--- src/rtl/idex_hazard_ctrl.sv ---
// ID/EX consumer-side hazard controller: load-use stalls, taken-branch flushes,
// multi-cycle multiply freeze of EX, and a saturating stall-cycle counter.
module idex_hazard_ctrl #(
  parameter int unsigned MUL_LATENCY = 4,
  parameter int unsigned PERF_W      = 32
) (
  input  logic              clk,
  input  logic              reset,
  input  logic [4:0]        IFID_Rn,
  input  logic [4:0]        IFID_Rm,
  input  logic              ID_usesRn,
  input  logic              ID_usesRm,
  input  logic [4:0]        EX_Rd,
  input  logic              EX_read_enable,
  input  logic              EX_NOOP,
  input  logic              EX_BrTaken,
  input  logic [1:0]        EX_ALUResult,
  output logic              PC_en,
  output logic              IFID_en,
  output logic              IFID_flush,
  output logic              IDEX_en,
  output logic              IDEX_bubble,
  output logic              EXMEM_bubble,
  output logic [PERF_W-1:0] stall_count
);

  localparam int unsigned CNT_W    = $clog2(MUL_LATENCY) + 1;
  localparam int unsigned CNT_INIT = (MUL_LATENCY >= 3) ? MUL_LATENCY - 3 : 0;
  localparam bit          MUL_STALLS = (MUL_LATENCY >= 2);
  localparam bit          MUL_SHORT  = (MUL_LATENCY == 2);

  typedef enum logic [1:0] {RUN, MUL_BUSY, MUL_DONE} state_e;

  state_e             state_q, state_d;
  logic [CNT_W-1:0]   cnt_q, cnt_d;
  logic [PERF_W-1:0]  stall_q;
  logic               mul_ex, lu, br_ex;

  // Hazard detection on the EX-side view of ID/EX
  always_comb begin
    mul_ex = (EX_ALUResult == 2'b10) && !EX_NOOP;
    br_ex  = EX_BrTaken && !EX_NOOP;
    lu     = EX_read_enable && !EX_NOOP && (EX_Rd != 5'd31) &&
             ((ID_usesRn && (IFID_Rn == EX_Rd)) || (ID_usesRm && (IFID_Rm == EX_Rd)));
  end

  always_comb begin
    state_d      = state_q;
    cnt_d        = cnt_q;
    PC_en        = 1'b1;
    IFID_en      = 1'b1;
    IFID_flush   = 1'b0;
    IDEX_en      = 1'b1;
    IDEX_bubble  = 1'b0;
    EXMEM_bubble = 1'b0;
    case (state_q)
      RUN: begin
        if (br_ex) begin
          IFID_flush  = 1'b1;
          IDEX_bubble = 1'b1;
        end else if (mul_ex && MUL_STALLS) begin
          PC_en        = 1'b0;
          IFID_en      = 1'b0;
          IDEX_en      = 1'b0;
          EXMEM_bubble = 1'b1;
          if (MUL_SHORT) begin
            state_d = MUL_DONE;
          end else begin
            state_d = MUL_BUSY;
            cnt_d   = CNT_W'(CNT_INIT);
          end
        end else if (lu) begin
          PC_en       = 1'b0;
          IFID_en     = 1'b0;
          IDEX_bubble = 1'b1;
        end
      end
      MUL_BUSY: begin
        PC_en        = 1'b0;
        IFID_en      = 1'b0;
        IDEX_en      = 1'b0;
        EXMEM_bubble = 1'b1;
        if (cnt_q == '0) state_d = MUL_DONE;
        else             cnt_d   = cnt_q - CNT_W'(1);
      end
      MUL_DONE: state_d = RUN;
      default:  state_d = RUN;
    endcase
    // Reset squashes the whole front end regardless of state
    if (reset) begin
      PC_en        = 1'b0;
      IFID_en      = 1'b0;
      IFID_flush   = 1'b1;
      IDEX_en      = 1'b1;
      IDEX_bubble  = 1'b1;
      EXMEM_bubble = 1'b1;
    end
  end

  always_ff @(posedge clk or posedge reset) begin
    if (reset) begin
      state_q <= RUN;
      cnt_q   <= '0;
      stall_q <= '0;
    end else begin
      state_q <= state_d;
      cnt_q   <= cnt_d;
      if (!PC_en && (stall_q != '1)) stall_q <= stall_q + PERF_W'(1);
    end
  end

  assign stall_count = stall_q;

endmodule

--- config.mk ---
export PLATFORM = sky130hd
export DESIGN_NAME = idex_hazard_ctrl
export DESIGN_NICKNAME = d
export VERILOG_FILES = /design/src/rtl/idex_hazard_ctrl.sv
export SDC_FILE = /design/constraint.sdc
export NUM_CORES = 1
export LEC_CHECK = 0
export ABC_AREA = 0
export BUFFER_PORTS_ARGS = -buffer_cell sky130_fd_sc_hd__clkbuf_2
export CORE_MARGIN = 2
export CORE_UTILIZATION = 35
export DETAILED_ROUTE_END_ITERATION = 8
export GPL_TIMING_DRIVEN = 0
export PLACE_DENSITY = 0.66
export SLEW_MARGIN = 20
export SYNTH_ARGS = -nofsm -noshare
export SYNTH_HDL_FRONTEND = slang
export SYNTH_SLANG_ARGS = --single-unit
--- constraint.sdc ---
create_clock -name clk -period 2.5 [get_ports clk]
set_clock_uncertainty 0.1 [all_clocks]
set_input_delay 0.625 -clock clk [delete_from_list [all_inputs] [get_ports clk]]
set_output_delay 0.625 -clock clk [all_outputs]
set_load 0.05 [all_outputs]
==> flow_summary.toml, run 1 <==
[cells_and_area]
stdcell_area_mm2 = 0.00276
area_delta_synth_final_pct = 34.0
fin_cells = 353
nets = 307
antenna_cells = 0
post-route-util = 0.493
drive_above_1_share = 0.352

[critical_path]
r2r.worst_path.cells = 8
end_kind = "output pin"
rr_startpoint = "stall_count[0]$_DFFE_PP0P_"
rr_endpoint = "stall_count[27]$_DFFE_PP0P_"
cp.required_ns = 1.77
crit_type = "in2out"
crit_fanout = 3
cp.arrival_ns = 1.88
r2r_setup_slack_ns = 0.17
crit_path_start_kind = "input port"
worst_path_max_delay_cell = "o22a_1"
path_cells = "buf_8, xnor2_4, nand4_1, o22a_1, o21ai_2, inv_2, buf_6, clkbuf_16"
slowest_delay_ns = 0.29

[die]
rows = 27
die_h_um = 80.8
core_area_mm2 = 0.00561
start_util = 0.368
dieArea_mm2 = 0.00652
die_w_um = 80.8
ios = 62

[synth]
synth-simple-area-share = 0.250
synth_edf_count = 0
syn_inst = 205
synth_top_area_share = 0.449
ys_top_cells_by_area = "dfrtp_1 45%, xnor2_1 12%, xor2_1 5.1%"
ys_types = 35
muxShareOfSynthArea = 0.0109
synthArstFlopShare = 1.00
mappedNetlistArea_mm2 = 0.00206
yosys_warnings = 0
synth_top_family_by_area = "simple AND/OR/NAND/NOR gates"
ys.flop_type = "dfrtp_1"
ys_seq_area_frac = 0.449
synth_compound_area_frac = 0.0710
synth.most_common_cell = "dfrtp_1"
syn_nets = 232
synthTopCellsByCount = "37 x dfrtp_1, 28 x xnor2_1, 17 x nand2_1"
synth_fa_ha_area_frac = 0.0182
ys_ff_latch = 37
yosys.area_share.xor_xnor = 0.170
synth.largest_area_cell = "dfrtp_1"
syn_area_per_cell_um2 = 10.1

[global_routing]
gr-max-usage-layer = "met2"
grt_util_met1 = 0.219
grt_pass1_vias = 1846
grt_pass1_wl_um = 8780
grt.total_usage = 0.173
antenna_found_initial = 0
gr-usage-met3 = 0.0433
use_met2 = 0.295
grt_start_max_net_pins = 20
grt_overflow = 0

[placement]
place_inst = 338
place_area_mm2 = 0.00248
dp_hpwl_um = 3610
portBuffers = 61
place_ws_ns = -0.419
gp_congestion = 0.777

[pwr]
p_per_area_mw_per_mm2 = 778
power.total_mw = 2.15
p_leak_nw = 1.34
peakVddDrop_uv = 607

[clock_tree]
cts.sinks = 37
cts_root_buf = "clkbuf_8"
cts_made_buffers = 5
holdBufCountCts = 0
path_clk_slew_ns = 0.08
cts_buffer_depth = 2
htree_levels = 2
insertion_delay_ns = 0.30
cts_tree = "built"

[timing]
min_period_over_period = 1.04
whs_ns = 0.287
slew_headroom = 0.402
setup_viol = 3
setup_tns_ns = -0.161
finalCriticalPeriod_ns = 2.60
rsz0062_at_grt = "true"
drv_slew = 0
fin_ws_ns = -0.104
tightestPinTransition_ns = 0.892
hold_violations = 0
fmax_ghz = 0.384

[route]
postRouteAntennaNets = 0
dr.pass1.iters = 4
vias_per_cell = 5.10
num_vias = 1800
wl_per_cell_um = 14.8
drc_errors = 0
drt_iter0_drc = 83
wirelength_um = 5230

[outcome]
outcome = "finished, violations left"
violations = "negative setup slack"

[hold_path]
hold_class = "in2async"

[run]
maxCapViolCount = 0
flip-flops by register name, indices dropped and copies added (netlist names):
name and flops:
state_q 2, stall_count 32, cnt_q 3
repair_timing:
| item | CTS | global route |
|---|---|---|
| gates cloned | 2 | 0 |
| pin swaps | 10 | 5 |
| gates resized for setup | 15 | 12 |
| buffers inserted | 4 | 1 |
| endpoints found under the setup margin | 5 | 4 |
cell usage in the layout, fill, tap and decap left out, types with 2 or more instances in the layout:
cell	synthesis	layout
and2_1	4	4
and3_1	10	10
and4_1	6	6
and4_4	2	2
buf_4	2	6
buf_6	2	5
buf_8	0	2
clkbuf_2	0	53
clkbuf_8	0	8
clkinvlp_2	0	2
dfrtp_1	37	37
ha_1	3	3
inv_1	7	5
mux2_2	2	2
nand2_1	17	16
nand2b_1	3	2
nand3_1	15	15
nand4_1	13	13
nor2_1	12	12
nor2b_1	2	2
nor3_1	8	8
o211ai_1	2	2
o21ai_0	3	2
o21ai_2	1	2
o22ai_1	2	2
xnor2_1	28	23
xnor2_2	0	3
xnor2_4	0	2
xor2_1	12	12
per-layer routing:
layer,vias to the layer above,part of all wire
li1,876,-
met2,61,0.49
met3,3,0.059
met4,0,0.0067
met1,860,0.44
met5,-,0
critical path: cells and delay by family:
| family | cells | cell delay [ns] |
|---|---|---|
| xor gates and xnor gates | 1 | 0.16 |
| and+or+nand+nor | 1 | 0.15 |
| AOI/OAI and AO/OA | 2 | 0.49 |
| buffers and inverters | 4 | 0.44 |
layout make-up:
type                       count  area, um2
timing repair inverter         2       10.0
tap                           72       90.1
clock inverter                 2       13.8
multi-input combinational    157       1160
inverter                       7       30.0
clock buffer                   6       82.6
buffer                         4       41.3
timing repair buffer          66        413
sequential                    37        926
fill                         540       2850
worst max path at each step:
stage	startpoint	slack (ns)	endpoint	depth (start not counted)
4_1_cts	IFID_Rn[2]	-0.02	PC_en	8
5_1_grt	EX_Rd[2]	-0.20	PC_en	8
3_5_place_dp	reset	-0.42	IDEX_bubble	5
6_report	EX_Rd[2]	-0.10	PC_en	8
3_3_place_gp	reset	-0.39	IDEX_bubble	5
2_1_floorplan	reset	-0.06	IDEX_bubble	3
cell families after synthesis:
group,after synthesis
xor gates and xnor gates,40
buffers and inverters,11
DFF,37
adders and majority gates,3
AOI/OAI and AO/OA,18
and+or+nand+nor,94
muxes,2
power by group:
part | internal [mW] | switching, mW | total, mW
registers | 0.689 | 0.108 | 0.796
logic | 0.320 | 0.584 | 0.903
clock network | 0.224 | 0.226 | 0.449
Power figures use the tool's default switching activity.
==> run 2, diff against run 1 <==
--- a/config.mk
+++ b/config.mk
@@ -12,6 +12,9 @@
 export DETAILED_ROUTE_END_ITERATION = 8
 export GPL_TIMING_DRIVEN = 0
 export PLACE_DENSITY = 0.66
+export REMOVE_ABC_BUFFERS = 1
+export SKIP_CTS_REPAIR_TIMING = 1
+export SKIP_LAST_GASP = 1
 export SLEW_MARGIN = 20
 export SYNTH_ARGS = -nofsm -noshare
 export SYNTH_HDL_FRONTEND = slang
==> run 2 against run 1 <==
- the run now ends clean
- core utilization decreased by 1.4 points
- total power shrank 2.4%
- global-route usage fell by 1.9 points
- worst hold slack worse by 0.089 ns
- final cell count fell by 1.1%
- register-to-register slack got worse by 0.04 ns
- fmax increased by 6.1%
- via count is 1.8% lower
- non-clock buffer count decreased by 3
- flip-flop and latch count is the same
- critical path type unchanged
- highest routed layer unchanged
==> flow_summary.toml, run 2 (same netlist as run 1, synthesis figures left out) <==
[timing]
min_period_over_period = 0.982
finalCriticalPeriod_ns = 2.46
setup_viol = 0
slew_headroom = 0.675
hold_violations = 0
tightestPinTransition_ns = 0.486
drv_slew = 0
fmax_ghz = 0.407
rsz0062_at_grt = "true"
setup_tns_ns = 0

[clock_tree]
cts.sinks = 37
cts_made_buffers = 5
cts_buffer_depth = 2
htree_levels = 2
insertion_delay_ns = 0.29
cts_tree = "built"
cts_root_buf = "clkbuf_8"
path_clk_slew_ns = 0.07

[critical_path]
r2r.worst_path.cells = 7
rr_startpoint = "stall_count[0]$_DFFE_PP0P_"
end_kind = "output pin"
crit_path_start_kind = "input port"
critPathCapture = "PC_en"
startpoint = "EX_Rd[0]"
r2r_setup_slack_ns = 0.13
crit_fanout = 3
crit_type = "in2out"
rr_endpoint = "stall_count[4]$_DFFE_PP0P_"
cp.arrival_ns = 1.73
cp.required_ns = 1.77

[placement]
gp_congestion = 0.806
portBuffers = 61
place_inst = 335
dp_hpwl_um = 3500

[die]
ios = 62
rows = 27
die_h_um = 80.8
dieArea_mm2 = 0.00652
core_area_mm2 = 0.00561
start_util = 0.368
die_w_um = 80.8

[cells_and_area]
area_delta_synth_final_pct = 30.2
largest_register_ffs = 32
fillers = 563
layout_commonest_cell = "clkbuf_2"
layout_common_cells = "54 x clkbuf_2, 37 x dfrtp_1, 23 x xnor2_1, 17 x nand2_1, 15 x nand3_1"
nets = 303
drive_above_1_share = 0.339
antenna_cells = 0
fin_cells = 349

[global_routing]
grt_pass1_wl_um = 7820
grt_overflow = 0
grt_start_max_net_pins = 28
grt_pass1_vias = 1690
grt.total_usage = 0.153
antenna_found_initial = 0

[route]
drc_errors = 0
postRouteAntennaNets = 0
vias_per_cell = 5.07
num_vias = 1768
wirelength_um = 5010
drt_iter0_drc = 75
dr.pass1.iters = 4
wl_per_cell_um = 14.4

[outcome]
outcome = "finished clean"

[pwr]
peakVddDrop_uv = 335
power.total_mw = 2.10
p_leak_nw = 1.32
p_per_area_mw_per_mm2 = 781

[run]
maxCapViolCount = 0

[hold_path]
hold_class = "in2async"
==> run 2: critical path, cell delays in order <==
cell      delay [ns]
clkbuf_2        0.11
xnor2_1         0.17
nand4_1         0.13
o22a_2          0.27
o21ai_4         0.14
inv_1           0.09
buf_4           0.19
==> run 2: cell type report <==
cell class / count / area [um2] / share of cell area
Multi-Input combinational cell: 158 / 1170 / 0.434
Clock inverter: 2 / 10.0 / 0.00373
Timing Repair Buffer: 67 / 394 / 0.147
Sequential cell: 37 / 926 / 0.345
Inverter: 7 / 26.3 / 0.00979
Tap cell: 72 / 90.1 / 0.0336
Clock buffer: 6 / 72.6 / 0.0270
==> run 2: power breakdown <==
part / switching (mW) / internal (mW) / total (mW)
clock network: 0.207 / 0.193 / 0.400
registers: 0.107 / 0.689 / 0.797
logic: 0.596 / 0.305 / 0.901
total: 0.910 / 1.19 / 2.10
==> run 2: worst min-delay path by stage <==
stage	cells past startpoint	endpoint	startpoint	slack [ns]
final	2	cnt_q[2]$_DFFE_PP0P_	reset	0.20
after global placement	1	stall_count[23]$_DFFE_PP0P_	stall_count[23]$_DFFE_PP0P_	0.38
after CTS	2	cnt_q[2]$_DFFE_PP0P_	reset	0.17
after global routing	2	cnt_q[2]$_DFFE_PP0P_	reset	0.22
after detailed placement	1	stall_count[23]$_DFFE_PP0P_	stall_count[23]$_DFFE_PP0P_	0.39
after floorplan	2	cnt_q[1]$_DFFE_PP0P_	cnt_q[1]$_DFFE_PP0P_	0.39
==> run 2: routing by layer <==
metal | share of wire | track usage | vias up
met5 | 0 | 0 | -
met4 | 0.0096 | 0.0508 | 0
met3 | 0.042 | 0.0422 | 6
met2 | 0.49 | 0.248 | 31
met1 | 0.46 | 0.199 | 861
li1 | - | - | 870
==> run 2: through the flow <==
step                cell area (um2)  setup WS (ns)  hold WS [ns]  utilization
finish                         2690         0.0444         0.199        0.479
global route                   2690        -0.0134         0.217        0.479
global placement               2420         -0.782         0.379        0.432
CTS                            2520         -0.266         0.170        0.450
detailed placement             2440         -0.310         0.385        0.435
floorplan                      2020         -0.778         0.389            -
==> run 3, diff against run 2 <==
--- a/config.mk
+++ b/config.mk
@@ -7,6 +7,7 @@
 export LEC_CHECK = 0
 export ABC_AREA = 0
 export BUFFER_PORTS_ARGS = -buffer_cell sky130_fd_sc_hd__clkbuf_2
+export CORE_ASPECT_RATIO = 0.9
 export CORE_MARGIN = 2
 export CORE_UTILIZATION = 35
 export DETAILED_ROUTE_END_ITERATION = 8
==> run 3 against run 2 <==
- clock power grew 5%
- critical path type unchanged
- die area is essentially flat
- register-to-register slack is essentially flat
- largest cell class unchanged
- wire length shrank 5.4%
- highest routed layer unchanged
- critical endpoint is now IDEX_bubble
- global-route usage shrank 0.81 points
- worst hold slack gained 0.0026 ns
==> flow_summary.toml, run 3 (same netlist as run 1, synthesis figures left out) <==
[die]
start_util = 0.362
rows = 26
dieArea_mm2 = 0.00652
die_w_um = 84.9
ios = 62
core_area_mm2 = 0.00569
die_h_um = 76.8

[cells_and_area]
layout_commonest_cell = "clkbuf_2"
drive_above_1_share = 0.339
layout_common_cells = "57 x clkbuf_2, 37 x dfrtp_1, 23 x xnor2_1, 17 x nand2_1, 15 x nand3_1"
stdcell_area_mm2 = 0.00270
antenna_cells = 0
nets = 304
fin_cells = 347
largest_register_ffs = 32
area_delta_synth_final_pct = 30.8

[critical_path]
crit_fanout = 3
crit_path_start_kind = "input port"
slowest_delay_ns = 0.29
end_kind = "output pin"
worst_path_max_delay_cell = "o22a_2"
cp.arrival_ns = 1.72
cp.required_ns = 1.77
crit_type = "in2out"
path_cells = "buf_2, xnor2_2, nand4_1, o22a_2, nor2_2, a31o_2, buf_8"

[pwr]
combPwrFrac = 0.427
pwr-share-clk = 0.198
p_leak_nw = 1.33
p_seq_frac = 0.375
p_per_area_mw_per_mm2 = 784
power.total_mw = 2.11
switching_share = 0.421
power.switching_mw = 0.891
p_int_mw = 1.22
peakVddDrop_uv = 407

[clock_tree]
path_clk_slew_ns = 0.07
cts_tree = "built"
insertion_delay_ns = 0.29
cts_made_buffers = 5
cts_buffer_depth = 2
cts_root_buf = "clkbuf_8"
cts.sinks = 37
htree_levels = 2

[placement]
portBuffers = 61
gp_congestion = 0.792
place_area_mm2 = 0.00244
place_inst = 333
dp_hpwl_um = 3440

[global_routing]
antenna_found_initial = 0
grt_overflow = 0
grt.total_usage = 0.145
grt_pass1_vias = 1673
grt_pass1_wl_um = 7650
grt_start_max_net_pins = 28

[timing]
drv_slew = 0
whs_ns = 0.201
min_period_over_period = 0.976
fmax_ghz = 0.410
setup_viol = 0
finalCriticalPeriod_ns = 2.44
hold_violations = 0
slew_headroom = 0.695
rsz0062_at_grt = "false"
tightestPinTransition_ns = 0.457
setup_tns_ns = 0

[route]
drc_errors = 0
postRouteAntennaNets = 0
dr.pass1.iters = 4
wl_per_cell_um = 13.7
num_vias = 1761
wirelength_um = 4740
vias_per_cell = 5.07
drt_iter0_drc = 93

[outcome]
outcome = "finished clean"

[hold_path]
hold_class = "in2async"

[run]
maxCapViolCount = 0
## run 3: path summary, 6_finish.rpt
check,end,startpoint,slack (ns),depth (start not counted)
min,stall_count[28]$_DFFE_PP0P_,reset,0.20,2
max in group asynchronous,stall_count[7]$_DFFE_PP0P_,reset,1.66,3
max,IDEX_bubble,EX_Rd[3],0.06,7
min in group clk,stall_count[9]$_DFFE_PP0P_,stall_count[9]$_DFFE_PP0P_,0.39,1
min reg2reg,stall_count[9]$_DFFE_PP0P_,stall_count[9]$_DFFE_PP0P_,0.39,1
max reg2reg,stall_count[13]$_DFFE_PP0P_,stall_count[0]$_DFFE_PP0P_,0.14,7
## run 3: area by class of cell
cell class / instances / area (um2)
multi-input cells: 158 / 1170
repair buffers: 68 / 405
clock buffers: 7 / 86.3
inverters: 7 / 26.3
flip-flops and latches: 37 / 926
well taps: 70 / 87.6
fillers: 548 / 3000
## run 3: power groups by stage
stage                     clock (mW)  sequential, mW  combinational (mW)
after global placement             0           0.803               0.778
after detailed placement           0           0.804               0.790
after CTS                      0.434           0.792               0.793
after global routing           0.462           0.808               0.981
final                          0.418           0.793               0.903
after floorplan                    0           0.981               0.415
## run 3: through the flow
stage / utilization / setup WS [ns]
final: 0.474 / 0.0599
after global routing: 0.474 / 0.00703
after CTS: 0.443 / -0.260
after detailed placement: 0.428 / -0.289
after global placement: 0.425 / -0.788
after floorplan: - / -0.778
## run 3: routing by layer
metal / share of wire / GRT usage
met4: 0.019 / 0.0476
met5: 0 / 0
met2: 0.46 / 0.231
met1: 0.47 / 0.192
met3: 0.048 / 0.0398
## run 3: worst max-delay path: cells and delay by family
family	cells	cell delay (ns)
buf+inv	2	0.28
compound gates	2	0.46
xor+xnor	1	0.13
simple gates	2	0.23
